File: src/rtl/prog_loader.sv
// prog_loader: writer side of the program memory.
// Collects a length chunk, then P_K narrow chunks per control word (LSB chunk
// first), and writes each assembled word into the program memory. The CPU is
// held in reset until a complete program has been written.
module prog_loader #(
    parameter int P_LOG_MEMSIZE    = 4,
    parameter int P_NUM_D_CTRLBITS = 5,
    parameter int P_NUM_C_CTRLBITS = 2,
    parameter int P_IN_WIDTH       = 4,
    localparam int P_IW = P_NUM_D_CTRLBITS + P_NUM_C_CTRLBITS + P_LOG_MEMSIZE,
    localparam int P_K  = (P_IW + P_IN_WIDTH - 1) / P_IN_WIDTH
) (
    input  logic                     clk,
    input  logic                     rst,
    input  logic                     start,
    input  logic [P_IN_WIDTH-1:0]    in_data,
    input  logic                     in_valid,
    output logic                     in_ready,
    output logic                     mem_we,
    output logic [P_LOG_MEMSIZE-1:0] mem_addr,
    output logic [P_IW-1:0]          mem_wdata,
    output logic                     cpu_rst,
    output logic                     done
);

    // Chunk counter is at least one bit wide even if a word fits in one chunk.
    localparam int P_CW = (P_K > 1) ? $clog2(P_K) : 1;

    typedef enum logic [2:0] {
        S_IDLE,
        S_LEN,
        S_LOAD,
        S_WRITE,
        S_DONE
    } state_t;

    state_t                   r_state;
    state_t                   w_nextState;

    logic [P_CW-1:0]          r_chunkCnt;
    logic [P_IW-1:0]          r_assembly;
    logic [P_LOG_MEMSIZE-1:0] r_index;
    logic [P_LOG_MEMSIZE-1:0] r_lastIdx;

    logic                     r_inReady;
    logic                     r_memWe;
    logic                     r_cpuRst;
    logic                     r_done;

    logic                     w_handshake;
    logic                     w_lastChunk;
    logic                     w_lastWord;

    assign w_handshake = in_valid && r_inReady;
    assign w_lastChunk = (int'(r_chunkCnt) == P_K - 1);
    assign w_lastWord  = (r_index == r_lastIdx);

    assign in_ready  = r_inReady;
    assign mem_we    = r_memWe;
    assign mem_addr  = r_index;
    assign mem_wdata = r_assembly;
    assign cpu_rst   = r_cpuRst;
    assign done      = r_done;

    // Next-state decode; start from any state aborts and restarts at LEN.
    always_comb begin
        w_nextState = r_state;
        case (r_state)
            S_IDLE: begin
                if (start) w_nextState = S_LEN;
            end
            S_LEN: begin
                if (start)            w_nextState = S_LEN;
                else if (w_handshake) w_nextState = S_LOAD;
            end
            S_LOAD: begin
                if (start)                           w_nextState = S_LEN;
                else if (w_handshake && w_lastChunk) w_nextState = S_WRITE;
            end
            S_WRITE: begin
                if (start)           w_nextState = S_LEN;
                else if (w_lastWord) w_nextState = S_DONE;
                else                 w_nextState = S_LOAD;
            end
            S_DONE: begin
                if (start) w_nextState = S_LEN;
            end
            default: w_nextState = S_IDLE;
        endcase
    end

    // State register and output flops, which are decoded from the next state
    // so every output comes straight from a flop and lines up with r_state.
    always_ff @(posedge clk or posedge rst) begin
        if (rst) begin
            r_state   <= S_IDLE;
            r_inReady <= 1'b0;
            r_memWe   <= 1'b0;
            r_cpuRst  <= 1'b1;
            r_done    <= 1'b0;
        end else begin
            r_state   <= w_nextState;
            r_inReady <= (w_nextState == S_LEN) || (w_nextState == S_LOAD);
            r_memWe   <= (w_nextState == S_WRITE);
            r_cpuRst  <= (w_nextState != S_DONE);
            r_done    <= (w_nextState == S_DONE);
        end
    end

    // Length capture, chunk assembly and write address stepping. A start in
    // the same cycle wins, so a partly built word is simply abandoned.
    always_ff @(posedge clk or posedge rst) begin
        if (rst) begin
            r_chunkCnt <= '0;
            r_assembly <= '0;
            r_index    <= '0;
            r_lastIdx  <= '0;
        end else if (!start) begin
            case (r_state)
                S_LEN: begin
                    if (w_handshake) begin
                        r_lastIdx  <= in_data[P_LOG_MEMSIZE-1:0];
                        r_index    <= '0;
                        r_chunkCnt <= '0;
                    end
                end
                S_LOAD: begin
                    if (w_handshake) begin
                        for (int b = 0; b < P_IW; b++) begin
                            if (int'(r_chunkCnt) == b / P_IN_WIDTH) begin
                                r_assembly[b] <= in_data[b % P_IN_WIDTH];
                            end
                        end
                        r_chunkCnt <= w_lastChunk ? '0 : r_chunkCnt + 1'b1;
                    end
                end
                S_WRITE: begin
                    if (!w_lastWord) begin
                        r_index    <= r_index + 1'b1;
                        r_chunkCnt <= '0;
                    end
                end
                default: begin
                end
            endcase
        end
    end

endmodule

File: config.mk
export PLATFORM = sky130hd
export DESIGN_NAME = prog_loader
export DESIGN_NICKNAME = d
export VERILOG_FILES = /design/src/rtl/prog_loader.sv
export SDC_FILE = /design/constraint.sdc
export NUM_CORES = 1
export LEC_CHECK = 0
export BUFFER_PORTS_ARGS = -buffer_cell sky130_fd_sc_hd__buf_4
export CAP_MARGIN = 5
export CORE_AREA = 2 2 60 62
export DETAILED_ROUTE_END_ITERATION = 10
export DIE_AREA = 0 0 62 64
export HOLD_SLACK_MARGIN = 0.05
export PLACE_DENSITY = 0.61
export SKIP_CTS_REPAIR_TIMING = 1
export SYNTH_ARGS = -nofsm -noshare
export SYNTH_HDL_FRONTEND = slang
export SYNTH_SLANG_ARGS = --single-unit
File: constraint.sdc
create_clock -name clk -period 1.9 [get_ports clk]
set_clock_uncertainty 0.05 [all_clocks]
set_input_delay 0.19 -clock clk [delete_from_list [all_inputs] [get_ports clk]]
set_output_delay 0.19 -clock clk [all_outputs]
set_load 0.05 [all_outputs]
==> flow_metrics.tcl <==
set metrics [dict create \
    status "complete, no violations" \
    synth_common_cells "dfrtp_1 (27), mux2_2 (13), a21oi_1 (7)" \
    synthFlopType "dfrtp_1" \
    drcViolationCount 0 \
    peakVddDrop_v 0.000557 \
    nets 148 \
    via_count 926 \
    synth_area_sq_um 1280 \
    grt_start_max_net_pins 29 \
    hold-path-cell-count 2 \
    hold_viol 0 \
    cts_tree "done" \
    avgSynthCellArea_sq_um 12.4 \
    path_class "reg2reg" \
    wl_per_cell_um 13.4 \
    syn-num-nets 112 \
    final-max-slew-violation-count 0 \
    seq_area_frac_synth_pct 54.8 \
    die_h_um 64 \
    clockRootBuffer "clkbuf_4" \
    finalCritPeriodShare_pct 94.5 \
    totalPowerFinal_mw 1.94 \
    synth_cells 103 \
    gp_congestion 0.843 \
    yosys.area.top_type_share_pct 52.7 \
    viasPerCell 5.03 \
    yosysUniqueCellTypes 31 \
    grt_overflow 0 \
    ant_nets 0 \
    grt_antenna_before_repair 0 \
    critPathLaunchType "register" \
    crit_path_max_fanout 7 \
    fin_setup_tns_ns 0 \
    io_pins 27 \
    htree_levels 1 \
    synth_edf_count 0 \
    port_buffers 26 \
    powerDensity_nw_per_um2 1180 \
    dpl.hpwl_um 1780 \
    hold_path_class "in2reg" \
    required_ns 2.08 \
    p_leak_nw 0.813 \
    rsz0062_at_grt "no" \
    start_util_pct 39.0 \
    core_sq_um 3280 \
    r2r-start "r_state[2]$_DFF_PP0_" \
    r2r_cells 4 \
    drt_iter0_markers 22 \
    min_to "mem_wdata[5]$_DFFE_PP0P_" \
    min_period_ns 1.79 \
    num_rows 21 \
    die_w_um 62 \
    area_growth_pct 27.9 \
    yosysTopAreaCell "dfrtp_1" \
    ys_warn_count 0 \
    dieArea_sq_um 3970 \
    r2r_slack_ns 0.11 \
    cts.clk_slew.worst_paths_ns 0.15 \
    first_pass_iters 4 \
    worst_slew_margin_rel_pct 67.5 \
    worstPathArrival_ns 1.98 \
    reg2reg_to "mem_wdata[6]$_DFFE_PP0P_" \
    grt_pass1_vias 898 \
    synthTopCellsByArea "dfrtp_1 (53%), mux2_2 (11%), mux2_4 (4.7%)" \
    synth_most_common_cell "dfrtp_1" \
    setup_violations 0 \
    max_freq_ghz 0.557 \
    critPathCaptureType "register" \
    async_flop_share_pct 100 \
    grt_pass1_wl_um 3990 \
    drive_above_1_share_pct 39.9 \
    wl_um 2460 \
    ys_ff_latch 28 \
    clk_path_buf_depth 2 \
    diodes 0 \
    grt_usage_pct 13.4 \
    hp-start "in_data[1]" \
    numCtsBuffers 3 \
    clk_latency_ns 0.33 \
    timing.max_cap.violations 0 \
    cts_num_sinks 28 \
    tightest_slew_ns 0.487 \
]
how the worst max path moves through the flow:
stage	cells past startpoint	endpoint	slack, ns	from
after floorplan	4	mem_addr[0]$_DFFE_PP0P_	0.04	mem_addr[3]$_DFFE_PP0P_
after global placement	4	mem_wdata[4]$_DFFE_PP0P_	0.17	r_state[2]$_DFF_PP0_
after detailed placement	4	mem_wdata[7]$_DFFE_PP0P_	0.13	r_state[2]$_DFF_PP0_
after CTS	4	mem_wdata[7]$_DFFE_PP0P_	0.11	r_state[2]$_DFF_PP0_
after global routing	4	mem_wdata[4]$_DFFE_PP0P_	0.04	r_state[2]$_DFF_PP0_
final	4	mem_wdata[6]$_DFFE_PP0P_	0.11	r_state[2]$_DFF_PP0_
placed cells by master (no fill, tap or decap):
master         instances
a2111oi_1              1
a211oi_1               2
a21o_1                 1
a21o_2                 1
a21oi_1                7
a32oi_1                1
and2_1                 3
and2b_4                1
and3_1                 2
and4_1                 1
buf_4                 28
bufinv_16              1
clkbuf_4               3
dfrtp_1               26
dfrtp_2                1
dfstp_2                1
dlygate4sd3_1          5
ha_1                   1
inv_1                  4
mux2_2                13
mux2_4                 4
mux2i_1                2
nand2_1                6
nand2b_1               2
nand3_1                2
nand3b_1               1
nand4_1                3
nor2_1                 4
nor2b_1                1
nor4_2                 1
o21ai_0                2
o22ai_1                1
or4_4                  1
xor2_1                 5
final cells by class:
class | instances | area, sq um
Fill cell | 314 | 1650
Clock inverter | 1 | 30.0
Tap cell | 46 | 57.6
Sequential cell | 28 | 703
Inverter | 4 | 15.0
Clock buffer | 3 | 22.5
Timing Repair Buffer | 33 | 260
Multi-Input combinational cell | 69 | 551
report_power, final:
part           internal (mW)  switching (mW)
registers              0.721           0.119
logic                  0.285           0.433
clock network          0.213           0.171
total                   1.22           0.722
per-stage QoR:
stage | hold WS (ns) | std cells | cell area (sq um) | utilization (%) | worst slack (ns)
5_1_grt | 0.0540 | 184 | 1640 | 49.9 | 0.0396
4_1_cts | -0.151 | 179 | 1590 | 48.3 | 0.112
3_5_place_dp | 0.234 | 175 | 1540 | 46.7 | 0.126
2_1_floorplan | 0.203 | 103 | 1280 | - | 0.0436
6_report | 0.0684 | 184 | 1640 | 49.9 | 0.105
3_3_place_gp | 0.227 | 175 | 1540 | 46.7 | 0.174
sequential cells by signal (all words and copies together), names as in the netlist:
signal	cells
in_ready	1
r_chunkCnt	2
mem_addr	4
mem_we	1
cpu_rst	1
r_state	3
done	1
r_lastIdx	4
mem_wdata	11
critical path, cell delays in order (launching register included):
cell     delay, ns
dfrtp_1       0.46
and2b_4       0.31
nand3_1       0.08
or4_4         0.48
mux2_4        0.32
cells by family (layout without fill, tap and decap cells):
family / count (synthesis) / after routing / synth area share [%]
DFF: 28 / 28 / 54.8
and+or+nand+nor: 28 / 28 / 13.0
muxes: 19 / 19 / 17.7
AOI/OAI and AO/OA: 16 / 16 / 7.81
buffers and inverters: 6 / 41 / 2.34
xor gates and xnor gates: 5 / 5 / 3.42
adders and majority gates: 1 / 1 / 0.976
per-layer routing:
| metal | routed length [um] | track usage (%) | vias up |
|---|---|---|---|
| met5 | 0 | 0 | - |
| met4 | 12 | 4.79 | 0 |
| met3 | 89 | 2.02 | 2 |
| met2 | 1280 | 23.4 | 24 |
| met1 | 1080 | 16.0 | 457 |
| li1 | - | - | 443 |
No activity file was read; power rests on OpenSTA's default activity.
